`src/rtl/pc_fetch_master.sv`:
```
// Avalon-MM instruction fetch master for the 32-word pc_ on-chip RAM slave.
// Prefetches sequential words, which are flushed on redirect/stop, into a small valid/ready FIFO.
module pc_fetch_master #(
  parameter int ADDR_W = 5,
  parameter int DATA_W = 32,
  parameter int DEPTH  = 2
) (
  input  logic              clk_clk,
  input  logic              reset_reset,
  input  logic              start,
  input  logic [ADDR_W-1:0] start_addr,
  input  logic              stop,
  input  logic              redirect_valid,
  input  logic [ADDR_W-1:0] redirect_addr,
  output logic              instr_valid,
  input  logic              instr_ready,
  output logic [DATA_W-1:0] instr_data,
  output logic [ADDR_W-1:0] instr_addr,
  output logic              busy,
  output logic [ADDR_W-1:0] pc_address,
  output logic              pc_chipselect,
  output logic              pc_clken,
  output logic              pc_write,
  output logic [DATA_W-1:0] pc_writedata,
  output logic [3:0]        pc_byteenable,
  output logic              pc_debugaccess,
  input  logic [DATA_W-1:0] pc_readdata
);

  localparam int PW = $clog2(DEPTH);
  localparam int CW = PW + 1;

  typedef enum logic {IDLE, RUN} state_t;

  state_t            state;
  logic [ADDR_W-1:0] pc;
  logic [ADDR_W-1:0] tag;
  logic              rd_pending;
  logic [DATA_W-1:0] data_mem [DEPTH];
  logic [ADDR_W-1:0] addr_mem [DEPTH];
  logic [PW-1:0]     rd_ptr;
  logic [PW-1:0]     wr_ptr;
  logic [CW-1:0]     count;

  logic              pop;
  logic              push;
  logic              flush;
  logic              issue;
  logic [CW:0]       in_flight;

  // start while running behaves as a redirect, so it flushes and blocks issue too
  always_comb begin
    pop       = instr_valid & instr_ready;
    flush     = (state == RUN) & (stop | redirect_valid | start);
    push      = rd_pending & ~flush;
    in_flight = {1'b0, count} + (CW+1)'(rd_pending) - (CW+1)'(pop);
    issue     = (state == RUN) & ~flush & (in_flight < (CW+1)'(DEPTH));
  end

  assign instr_valid    = (count != '0);
  assign instr_data     = instr_valid ? data_mem[rd_ptr] : '0;
  assign instr_addr     = instr_valid ? addr_mem[rd_ptr] : '0;
  assign busy           = (state == RUN);
  assign pc_address     = pc;
  assign pc_chipselect  = issue;
  assign pc_clken       = 1'b1;
  assign pc_write       = 1'b0;
  assign pc_writedata   = '0;
  assign pc_byteenable  = 4'hF;
  assign pc_debugaccess = 1'b0;

  always_ff @(posedge clk_clk) begin
    if (reset_reset) begin
      state      <= IDLE;
      pc         <= '0;
      tag        <= '0;
      rd_pending <= 1'b0;
      rd_ptr     <= '0;
      wr_ptr     <= '0;
      count      <= '0;
    end else begin
      case (state)
        IDLE: begin
          if (start) begin
            state <= RUN;
            pc    <= start_addr;
          end
        end
        RUN: begin
          if (stop)                state <= IDLE;
          else if (redirect_valid) pc <= redirect_addr;
          else if (start)          pc <= start_addr;
          else if (issue)          pc <= pc + 1'b1;
        end
        default: state <= IDLE;
      endcase

      rd_pending <= issue;
      if (issue) tag <= pc;

      if (flush) begin
        rd_ptr <= '0;
        wr_ptr <= '0;
        count  <= '0;
      end else begin
        if (push) wr_ptr <= wr_ptr + 1'b1;
        if (pop)  rd_ptr <= rd_ptr + 1'b1;
        count <= count + CW'(push) - CW'(pop);
      end
    end
  end

  always_ff @(posedge clk_clk) begin
    if (!reset_reset && push) begin
      data_mem[wr_ptr] <= pc_readdata;
      addr_mem[wr_ptr] <= tag;
    end
  end

  // The issue credit rule must make a push into a full FIFO impossible
  always_ff @(posedge clk_clk) begin
    if (!reset_reset) begin
      assert (!(push && !pop && count == CW'(DEPTH)));
    end
  end

endmodule

```
`config.mk`:
```
export PLATFORM = sky130hd
export DESIGN_NAME = pc_fetch_master
export DESIGN_NICKNAME = d
export VERILOG_FILES = /design/src/rtl/pc_fetch_master.sv
export SDC_FILE = /design/constraint.sdc
export NUM_CORES = 1
export LEC_CHECK = 0
export CAP_MARGIN = 40
export CORE_ASPECT_RATIO = 0.6
export CORE_MARGIN = 1.5
export CORE_UTILIZATION = 35
export CTS_CLUSTER_SIZE = 28
export DETAILED_ROUTE_END_ITERATION = 7
export PLACE_DENSITY = 0.63
export SLEW_MARGIN = 20
export SYNTH_ARGS = -nofsm -noshare
export SYNTH_HDL_FRONTEND = slang
export SYNTH_SLANG_ARGS = --single-unit
export TNS_END_PERCENT = 10
```
`constraint.sdc`:
```
create_clock -name clk_clk -period 8.5 [get_ports clk_clk]
set_input_delay 1.7 -clock clk_clk [delete_from_list [all_inputs] [get_ports clk_clk]]
set_output_delay 1.7 -clock clk_clk [all_outputs]
set_load 0.1 [all_outputs]
```
==> metrics.csv <==
metric,value,unit
yosysWarnings,0,
vdd_drop_max,0.0000842,V
cts_root_buffer,clkbuf_16,
fill_cells,970,
yosysUniqueCellTypes,40,
final_cells,598,
dp.cells,582,
p_leak,2.14,nW
ys_ff_latch,91,
synthToLayoutAreaGrowth,48.7,%
synth_area_leader_cell,edfxtp_1,
gp_congestion,0.896,
clkLatencyLatePin,0.33,ns
clkTransAtPathRegs,0.06,ns
grt_pass1_wl,13900,um
end_kind,primary output,
layout_commonest_cell,clkdlybuf4s50_1,
final_antenna_net_count,0,
vias,2737,
viasPerCell,4.58,
final.setup.tns,0,ns
first_pass_iters,4,
maxSlewHeadroom,0.418,
wl_per_cell,14.3,um
ys_seq_area_frac,0.633,
port_buffers,92,
ctsHoldBuffers,0,
drt_iter0_markers,230,
n_antenna_cell,0,
cts_htree_levels,3,
fin_skew,0.00596,ns
synth.avg_cell_area,13.0,um^2
status,finished clean,
async_reset_ff_frac,0,
finalHoldViolations,0,
grt_util_all_layers,0.148,
yosys-top-cells-area,"edfxtp_1 (55%), mux2i_1 (10%), dfxtp_1 (8.4%)",
io_pins,132,
hp-class,reg2reg,
drive_gt1_frac,0.156,
synthFlopType,edfxtp_1,
p_per_area,179,nW/um^2
cts_num_sinks,91,
tightest_slew,0.868,ns
crit_arrival,4.39,ns
cts-buffers-inserted,9,
rsz0062_at_grt,false,
max_freq,0.164,GHz
start_util,0.359,
synth_cells,312,
post-cts-setup-buffers,0,
setup_violations,0,
grt_max_degree,21,
startpoint_type,input port,
drv_slew,0,
num_rows,30,
drc,0,
cts.repair.resized,0,
fin_nets,500,
place_hpwl,6330,um
clock_path_buffers,2,
die_w,142,um
critPathKind,in2out,
synth_edf_count,74,
cts_tree,done,
die_area,12200,um^2
drv_cap,0,
critical_path_required,6.80,ns
yosysTopAreaCellShare,0.549,
die_height,86.3,um
period_needed,6.09,ns
antenna_found_initial,0,
mostFrequentLayoutCells,"clkdlybuf4s50_1 (92), edfxtp_1 (74), nor2_1 (49)",
grt-ovfl-total,0,
cp_max_fo,6,
grt_pass1_vias,2783,
core_area,11300,um^2
wirelength,8580,um
synth_area,4050,um^2
min_period_over_period,0.716,
==> worst max-delay path: stages <==
cell and delay (ns):
clkdlybuf4s50_1 0.49, and3b_1 0.21, o21ai_0 0.12, fa_1 0.44
xor2_1 0.21, nor3_4 0.41, clkdlybuf4s50_1 0.60, buf_8 0.20
==> per-layer routing <==
metal  vias up  global-route usage  part of all wire
met3         7              0.0470             0.051
met2        86               0.233              0.47
met5         -                   0                 0
li1       1322                   -                 -
met4         0              0.0337            0.0031
met1      1322               0.202              0.48
==> state kept, by name, indices dropped and copies added (netlist names), named ones only <==
register    flops
data_mem       64
addr_mem       10
pc_address      5
tag             5
count           2
busy            1
rd_pending      1
rd_ptr          1
wr_ptr          1
==> final timing paths <==
path	endpoint	start	slack, ns	cells past startpoint
setup reg to reg	pc_address[4]	count[1]	5.79	7
setup / recovery	pc_chipselect	instr_ready	2.41	8
hold / removal	addr_mem[1][4]	tag[4]	0.47	0
hold reg to reg	addr_mem[1][4]	tag[4]	0.47	0
==> cells in the mapped netlist, drive strengths merged, types with 2 or more instances <==
master / instances
nand2b: 2
a22oi: 2
a21oi: 6
a211oi: 3
and3: 2
inv: 5
nand3: 3
xor2: 4
o21ai: 6
clkbuf: 5
buf: 47
o31ai: 5
or3: 3
mux2i: 42
edfxtp: 74
conb: 2
ha: 2
and4: 2
xnor2: 3
nor2: 51
dfxtp: 17
o211ai: 4
nand2: 9
a31oi: 2
==> through the flow <==
stage          setup slack (ns)  total power [mW]  hold WS, ns   util  cell area [um^2]
6_report                   2.41              1.08        0.473  0.534              6020
5_1_grt                    2.26              1.12        0.487  0.534              6020
4_1_cts                    2.40              1.09        0.473  0.534              6020
3_5_place_dp               2.41             0.716        0.457  0.509              5730
3_3_place_gp               2.02             0.691        0.442  0.440              4950
2_1_floorplan              3.23             0.661        0.425      -              4180
==> cells by family after synthesis <==
group                    after synthesis  share of synthesized area
buffers and inverters                 57                     0.0934
AND/OR/NAND/NOR                       79                     0.0909
XOR/XNOR                               7                     0.0152
flip-flops                            91                      0.633
other                                  2                    0.00186
adder cells (fa/ha/maj)                3                     0.0111
AO/OA/AOI/OAI                         31                     0.0501
multiplexers                          42                      0.104
==> power breakdown <==
group / total, mW / internal [mW] / switching (mW)
logic: 0.215 / 0.0593 / 0.155
registers: 0.493 / 0.485 / 0.00846
clock network: 0.371 / 0.202 / 0.169
==> cell type report <==
cell class,count,area (um^2),area share
timing repair buffer,141,1710,0.285
clock buffer,9,225,0.0374
clock inverter,7,56.3,0.00936
tap,144,180,0.0300
multi-input combinational,201,1260,0.209
inverter,5,18.8,0.00312
sequential,91,2560,0.426
No activity file was read; power rests on OpenSTA's default activity.
